--- src/rtl/multicycle_seq.sv ---
// multicycle_seq: multicycle RV64I sequencer with fetch/data port arbitration, bus timeout and trap entry
module multicycle_seq #(
  parameter int unsigned MEM_TIMEOUT = 255
) (
  input  logic        clk,
  input  logic        rst_n,
  output logic        mem_req,
  output logic        mem_we,
  output logic        mem_is_fetch,
  input  logic        mem_ack,
  input  logic [31:0] mem_rdata,
  output logic [31:0] ir,
  input  logic        branch_taken,
  output logic        alu_a_sel,
  output logic        alu_b_sel,
  output logic        pc_we,
  output logic [1:0]  pc_src,
  output logic        rf_we,
  output logic [1:0]  wb_sel,
  output logic        trap,
  output logic [1:0]  trap_cause,
  output logic [2:0]  state_o
);
  localparam int unsigned CW = $clog2(MEM_TIMEOUT + 1);
  typedef enum logic [2:0] {
    S_IDLE = 3'd0, S_FETCH = 3'd1, S_DECODE = 3'd2, S_EXEC = 3'd3,
    S_MEM = 3'd4, S_WB = 3'd5, S_TRAP = 3'd6
  } state_t;
  typedef enum logic [3:0] {
    C_R, C_R32, C_IARITH, C_I32, C_LOAD, C_STORE, C_BRANCH,
    C_JAL, C_JALR, C_LUI, C_AUIPC, C_SYSTEM, C_ILLEGAL
  } cls_t;
  state_t      state_q, state_d;
  cls_t        cls_q, cls_d, opc_cls;
  logic [31:0] ir_q, ir_d;
  logic [CW-1:0] cnt_q, cnt_d;
  logic [1:0]  cause_q, cause_d;
  logic        mem_busy, timeout, is_jump;
  always_comb begin
    case (ir_q[6:0])
      7'b0110011: opc_cls = C_R;
      7'b0111011: opc_cls = C_R32;
      7'b0010011: opc_cls = C_IARITH;
      7'b0011011: opc_cls = C_I32;
      7'b0000011: opc_cls = C_LOAD;
      7'b0100011: opc_cls = C_STORE;
      7'b1100011: opc_cls = C_BRANCH;
      7'b1101111: opc_cls = C_JAL;
      7'b1100111: opc_cls = C_JALR;
      7'b0110111: opc_cls = C_LUI;
      7'b0010111: opc_cls = C_AUIPC;
      7'b1110011: opc_cls = C_SYSTEM;
      default:    opc_cls = C_ILLEGAL;
    endcase
  end
  assign mem_busy = state_q == S_FETCH || state_q == S_MEM;
  // the increment would reach the limit this cycle; a same-cycle ack takes priority
  assign timeout  = mem_busy && !mem_ack && cnt_q == CW'(MEM_TIMEOUT - 1);
  assign is_jump  = cls_q inside {C_JAL, C_JALR};
  always_ff @(posedge clk or negedge rst_n) begin
    if (!rst_n) state_q <= S_IDLE;
    else        state_q <= state_d;
  end
  always_comb begin
    state_d = state_q;
    case (state_q)
      S_IDLE:   state_d = S_FETCH;
      S_FETCH:  state_d = mem_ack ? S_DECODE : timeout ? S_TRAP : S_FETCH;
      S_DECODE: state_d = opc_cls inside {C_ILLEGAL, C_SYSTEM} ? S_TRAP : S_EXEC;
      S_EXEC:   state_d = cls_q inside {C_BRANCH, C_JAL, C_JALR} ? S_FETCH :
                          cls_q inside {C_LOAD, C_STORE} ? S_MEM : S_WB;
      S_MEM:    state_d = mem_ack ? (cls_q == C_LOAD ? S_WB : S_FETCH) : timeout ? S_TRAP : S_MEM;
      S_WB:     state_d = S_FETCH;
      S_TRAP:   state_d = S_FETCH;
      default:  state_d = S_IDLE;
    endcase
  end
  always_comb begin
    mem_req      = 1'b0;
    mem_we       = 1'b0;
    mem_is_fetch = 1'b0;
    alu_a_sel    = 1'b0;
    alu_b_sel    = 1'b0;
    pc_we        = 1'b0;
    pc_src       = 2'b00;
    rf_we        = 1'b0;
    wb_sel       = 2'b00;
    trap         = 1'b0;
    case (state_q)
      S_FETCH: begin
        mem_req      = 1'b1;
        mem_is_fetch = 1'b1;
      end
      S_EXEC: begin
        alu_a_sel = cls_q inside {C_AUIPC, C_BRANCH, C_JAL};
        alu_b_sel = !(cls_q inside {C_R, C_R32, C_BRANCH});
        pc_we     = cls_q == C_BRANCH || is_jump;
        pc_src    = cls_q == C_BRANCH ? {1'b0, branch_taken} :
                    cls_q == C_JAL ? 2'b01 : cls_q == C_JALR ? 2'b10 : 2'b00;
        rf_we     = is_jump;
        wb_sel    = is_jump ? 2'b10 : 2'b00;
      end
      S_MEM: begin
        mem_req = 1'b1;
        mem_we  = cls_q == C_STORE;
        pc_we   = mem_ack && cls_q == C_STORE;
      end
      S_WB: begin
        rf_we  = 1'b1;
        wb_sel = cls_q == C_LOAD ? 2'b01 : 2'b00;
        pc_we  = 1'b1;
      end
      S_TRAP: begin
        trap   = 1'b1;
        pc_we  = 1'b1;
        pc_src = 2'b11;
      end
      default: ;
    endcase
  end
  always_comb begin
    ir_d    = state_q == S_FETCH && mem_ack ? mem_rdata : ir_q;
    cls_d   = state_q == S_DECODE ? opc_cls : cls_q;
    cnt_d   = mem_busy && !mem_ack && !timeout ? cnt_q + 1'b1 : '0;
    cause_d = timeout ? 2'b10 :
              state_q == S_DECODE && opc_cls == C_ILLEGAL ? 2'b01 :
              state_q == S_DECODE && opc_cls == C_SYSTEM ? 2'b11 : cause_q;
  end
  always_ff @(posedge clk or negedge rst_n) begin
    if (!rst_n) begin
      ir_q    <= '0;
      cls_q   <= C_ILLEGAL;
      cnt_q   <= '0;
      cause_q <= 2'b00;
    end else begin
      ir_q    <= ir_d;
      cls_q   <= cls_d;
      cnt_q   <= cnt_d;
      cause_q <= cause_d;
    end
  end
  assign ir         = ir_q;
  assign trap_cause = cause_q;
  assign state_o    = state_q;
endmodule

--- config.mk ---
export PLATFORM = sky130hd
export DESIGN_NAME = multicycle_seq
export DESIGN_NICKNAME = d
export VERILOG_FILES = /design/src/rtl/multicycle_seq.sv
export SDC_FILE = /design/constraint.sdc
export NUM_CORES = 1
export LEC_CHECK = 0
export BUFFER_PORTS_ARGS = -buffer_cell sky130_fd_sc_hd__buf_2
export CAP_MARGIN = 0
export CORE_UTILIZATION = 35
export DETAILED_ROUTE_END_ITERATION = 12
export SLEW_MARGIN = 15
export SYNTH_ARGS = -nofsm -noshare
export SYNTH_HDL_FRONTEND = slang
export SYNTH_SLANG_ARGS = --single-unit
--- constraint.sdc ---
create_clock -name clk -period 1.9 [get_ports clk]
set_input_delay 0.38 -clock clk [delete_from_list [all_inputs] [get_ports clk]]
set_output_delay 0.38 -clock clk [all_outputs]
set_load 0.005 [all_outputs]
=== Yosys cells after proc, flatten, opt, wreduce, memory -nomap -nowiden ===
Index checks and enable logic that the tools add are counted.

* Muxes and demuxes: 29
* $add $sub $neg: 1
* Eq/ne operators: 28
* Reductions and logical operators: 24

{| class="wikitable"
|+ Operators with widths
! cell !! number
|-
| one-hot mux 4 bit (12 select lines) || 1
|-
| == test 7 x 6 -> 1 bit, second input constant || 4
|-
| == test 7 bit, second input constant || 4
|-
| == test 7 x 5 -> 1 bit, second input constant || 3
|-
| two-way mux 3 bit || 6
|-
| == test 4 x 3 -> 1 bit, second input constant || 4
|-
| == test 4 bit, second input constant || 4
|-
| two-way mux 2 bit || 8
|-
| one-hot mux 3 bit (5 select lines) || 1
|-
| nonzero test 3 bit || 4
|-
| == test 3 bit, second input constant || 3
|-
| adder 8 x 1 -> 8 bit, second input constant || 1
|-
| == test 8 bit, second input constant || 1
|-
| two-way mux 1 bit || 8
|-
| two-way mux 8 bit || 1
|-
| one-hot mux 2 bit (2 select lines) || 2
|-
| == test 7 x 2 -> 1 bit, second input constant || 1
|-
| logical AND 1 bit || 7
|-
| == test 3 x 2 -> 1 bit, second input constant || 2
|-
| nonzero test 2 bit || 3
|-
| == test 4 x 1 -> 1 bit, second input constant || 1
|-
| zero test 4 bit || 1
|-
| OR reduction 2 bit || 2
|-
| == test 3 x 1 -> 1 bit, second input constant || 1
|-
| 6 further kinds || 9
|}

* Output and inout bits: 49
* Register bits after elaboration: 49
* Input bits: 36
* Word-level logic and storage cells: 87

=== Longest topological paths before layout ===
* Depth in word-level cells: 7
* Gate-level depth with buffers: 7
* Depth with buffers taken out: 5

=== Least setup slack after synthesis ===
No wires, ideal clock.

* Kind: register -> output
* Start point: register state_q[2], in the netlist state_o[2]
* End point: output port pc_we
* Data arrival time: 1.316 ns
* Cell stages (with the launch flop): 6
* Path slack: 0.204 ns
* Path buffers: 1
* Required time: 1.520 ns
* Cells stage by stage: dfrtp_1 buf_4 and2b_1 nor2b_1 and3_1 a211o_1

* Longest elaborated chain between the ends: 3
* Elaborated cells between the ends (all ways): 6
* Those cells by class: 4 x eq/ne; 1 x mux; 1 x reduce/logical

{| class="wikitable"
|+ RTL lines
! what !! RTL line !! source
|-
| start: declaration || 33 || <nowiki>state_t state_q, state_d;</nowiki>
|-
| start signal: assignment || 62 || <nowiki>else state_q <= state_d;</nowiki>
|-
| == test 3 bit || 89 || <nowiki>case (state_q)</nowiki>
|-
| OR reduction 2 bit (no source line) || -- ||
|-
| one-hot mux 1 bit (3 select lines) * || 89 ||
|-
| end: declaration || 16 || <nowiki>output logic pc_we,</nowiki>
|}

Mark *: on every way between the ends. The rest lies on a longest branch, timed or not.

=== Worst setup path in the final report ===
* Start point: register cls_q[3]
* End point: output port pc_we

* Longest elaborated chain between the ends: 4
* Elaborated cells between the ends (all ways): 8
* Those cells by class: 4 x eq/ne; 1 x mux; 3 x reduce/logical

{| class="wikitable"
|+ RTL lines
! what !! RTL line !! source
|-
| start: declaration || 34 || <nowiki>cls_t cls_q, cls_d, opc_cls;</nowiki>
|-
| start signal: assignment || 137 || <nowiki>cls_q <= cls_d;</nowiki>
|-
| == test 4 x 3 -> 1 bit or == test 4 bit (tied branches) || 59 || <nowiki>assign is_jump = cls_q inside {C_JAL, C_JALR};</nowiki>
|-
| nonzero test 2 bit || 59 ||
|-
| logical OR 1 bit || 97 || <nowiki>pc_we = cls_q == C_BRANCH || is_jump;</nowiki>
|-
| one-hot mux 1 bit (3 select lines) * || 89 ||
|}

Marked as above.

==> results.sh <==
export IMPL_dr_pass1_iters=4
export IMPL_synthCells=223
export IMPL_layout_commonest_cell="buf_2"
export IMPL_rsz0062_at_grt="yes"
export IMPL_drv_slew=0
export IMPL_peakVddDrop_uv=416
export IMPL_grt_overflow=0
export IMPL_root_buffer="clkbuf_8"
export IMPL_async_flop_share_pct=100
export IMPL_cellPowerDensity_nw_per_um2=1510
export IMPL_post_place_cells=401
export IMPL_fin_ws_ns=-0.136
export IMPL_first_iter_violations=72
export IMPL_worst_setup_path_type="flip-flop to output port"
export IMPL_finalCritPeriodShare_pct=107
export IMPL_routedWlPerCell_um=13.4
export IMPL_drive_gt1_share_pct=47.8
export IMPL_cp_endpoint="pc_we"
export IMPL_die_w_um=87.5
export IMPL_reg2reg_from="state_o[1]$_DFF_PN0_"
export IMPL_slew_headroom_pct=69.7
export IMPL_syn_avg_cell_area_um2=11.5
export IMPL_critPathLaunch="cls_q[3]$_DFFE_PN1P_"
export IMPL_cts_tree="yes"
export IMPL_fin_skew_ns=0.00348
export IMPL_io_pins=85
export IMPL_max_freq_mhz=491
export IMPL_hold_viol=0
export IMPL_clock_path_buffers=2
export IMPL_synth_seq_cells=49
export IMPL_via_per_inst=4.70
export IMPL_start_util_pct=36.8
export IMPL_die_height_um=87.5
export IMPL_grt_start_max_net_pins=33
export IMPL_drcViolationCount=0
export IMPL_numCtsBuffers=5
export IMPL_yosysWarnings=0
export IMPL_totalWireLength_um=5590
export IMPL_num_rows=30
export IMPL_grt_usage_pct=14.5
export IMPL_num_nets_final=357
export IMPL_final_cell_mix="buf_2 (84), dfrtp_1 (45), mux2_4 (27)"
export IMPL_finalCriticalPeriod_ns=2.04
export IMPL_antenna_found_initial=0
export IMPL_dpl_cell_area_um2=3080
export IMPL_hold_class="input port to async pin"
export IMPL_synth_nets=261
export IMPL_stdcell_area_um2=3240
export IMPL_finalSetupViolCount=4
export IMPL_setup_tns_ns=-0.252
export IMPL_crit_required_ns=1.52
export IMPL_tightest_slew_ns=0.455
export IMPL_violations="setup timing"
export IMPL_worstSkewPairLatency_ns=0.31
export IMPL_synth_edff_count=0
export IMPL_leakagePower_nw=1.59
export IMPL_antenna_diode_count=0
export IMPL_area_growth_pct=26.8
export IMPL_ys_flop_type="dfrtp_1"
export IMPL_synth_yosys_seq_area_share_pct=48.0
export IMPL_netlist_area_um2=2560
export IMPL_max_cap_violations=0
export IMPL_yosysUniqueCellTypes=43
export IMPL_cts_sinks=49
export IMPL_cp_data_arrival_time_ns=1.66
export IMPL_grt_pass1_vias=1811
export IMPL_coreArea_um2=6940
export IMPL_status="finished, violations left"
export IMPL_ff2ff_path_depth=5
export IMPL_cts_clk_slew_worst_paths_ns=0.10
export IMPL_dpl_hpwl_um=4120
export IMPL_end_kind="output port"
export IMPL_die_area_um2=7660
export IMPL_cp_start_kind="flip-flop"
export IMPL_port_buffers=84
export IMPL_p_total_mw=4.89
export IMPL_place_ws_ns=0.159
export IMPL_ant_nets=0
export IMPL_fin_cells=416
export IMPL_htreeDepth=2
export IMPL_place_gp_congestion=0.783
export IMPL_grt_pass1_wl_um=8550
export IMPL_r2r_end="ir[7]$_DFFE_PN0P_"
export IMPL_cp_max_fo=4
export IMPL_vias=1957
export IMPL_r2r_setup_slack_ns=0.22
## layer usage
| metal | vias to the layer above | global-route usage [%] | routed length, um |
|---|---|---|---|
| li1 | 975 | - | - |
| met5 | - | 0 | 0 |
| met2 | 43 | 23.6 | 2760 |
| met1 | 933 | 19.4 | 2590 |
| met3 | 6 | 2.37 | 170 |
| met4 | 0 | 5.37 | 73 |
## cell usage after synthesis, types with 3 or more instances
cell type | instances | share of area (%)
a21oi_1 | 14 | 2.7
and2_1 | 3 | 0.73
and3_1 | 4 | 0.98
buf_2 | 4 | 0.78
dfrtp_1 | 47 | 46
inv_1 | 4 | 0.59
mux2_2 | 4 | 1.8
mux2_4 | 27 | 16
nand2_1 | 13 | 1.9
nand2b_1 | 7 | 1.7
nand3_1 | 4 | 0.78
nand3b_1 | 3 | 0.88
nand4_1 | 3 | 0.73
nor2_1 | 21 | 3.1
nor2b_1 | 7 | 1.7
nor3_1 | 4 | 0.78
nor3b_1 | 3 | 0.88
o21ai_0 | 11 | 2.2
xor2_1 | 6 | 2.1
## cell type report
cell class                 instances  area (um2)
sequential                        49        1230
tap                               96         120
timing repair buffer             101         573
multi-input combinational        158        1210
clock buffer                       5        68.8
clock inverter                     3        21.3
inverter                           4        15.0
fill                             654        3700
## flip-flops by register name (all words and copies together) (netlist names)
signal      cells
trap_cause      2
ir             32
cnt_q           8
cls_q           4
state_o         3
## per-stage QoR
| stage | hold slack [ns] | util (%) |
|---|---|---|
| after floorplan | 0.0844 | - |
| final | 0.00687 | 46.7 |
| after global routing | 0.0140 | 46.7 |
| after CTS | 0.0105 | 46.6 |
| after global placement | 0.354 | 44.4 |
| after detailed placement | 0.357 | 44.4 |
## power breakdown
| group | internal [mW] | leakage [nW] | switching, mW |
|---|---|---|---|
| registers | 1.49 | 0.595 | 0.409 |
| logic | 1.38 | 0.948 | 0.975 |
| clock network | 0.262 | 0.0445 | 0.381 |
| total | 3.13 | 1.59 | 1.77 |
## worst min-delay path by stage
stage	start	end	slack (ns)
6_report	rst_n	ir[1]$_DFFE_PN0P_	0.007
5_1_grt	rst_n	state_o[0]$_DFF_PN0_	0.01
4_1_cts	rst_n	state_o[0]$_DFF_PN0_	0.01
3_5_place_dp	rst_n	ir[1]$_DFFE_PN0P_	0.36
3_3_place_gp	rst_n	ir[3]$_DFFE_PN0P_	0.35
2_1_floorplan	rst_n	cls_q[0]$_DFFE_PN0P_	0.08
## critical path, stage by stage (launching register included)
cell and delay, ns:
dfstp_2 0.58, inv_2 0.05, nor4_2 0.15, buf_4 0.16, a21oi_1 0.05, nor2b_1 0.15
a211o_1 0.12, buf_2 0.10
## cells by family after synthesis
kind of cell / Yosys count / share of synthesized area, %
AND/OR/NAND/NOR: 79 / 16.6
AO/OA/AOI/OAI: 39 / 9.24
multiplexers: 31 / 17.6
flip-flops: 49 / 48.0
adder cells (fa/ha/maj): 2 / 0.978
XOR/XNOR: 7 / 2.40
buffers and inverters: 16 / 5.13
## timing repair
item,in CTS,in global routing
setup buffers,6,1
gates resized for setup,8,0
pin swaps,2,0
hold buffers,0,0
endpoints found under the setup margin,9,7
gates cloned,0,0
Power figures use the tool's default switching activity.
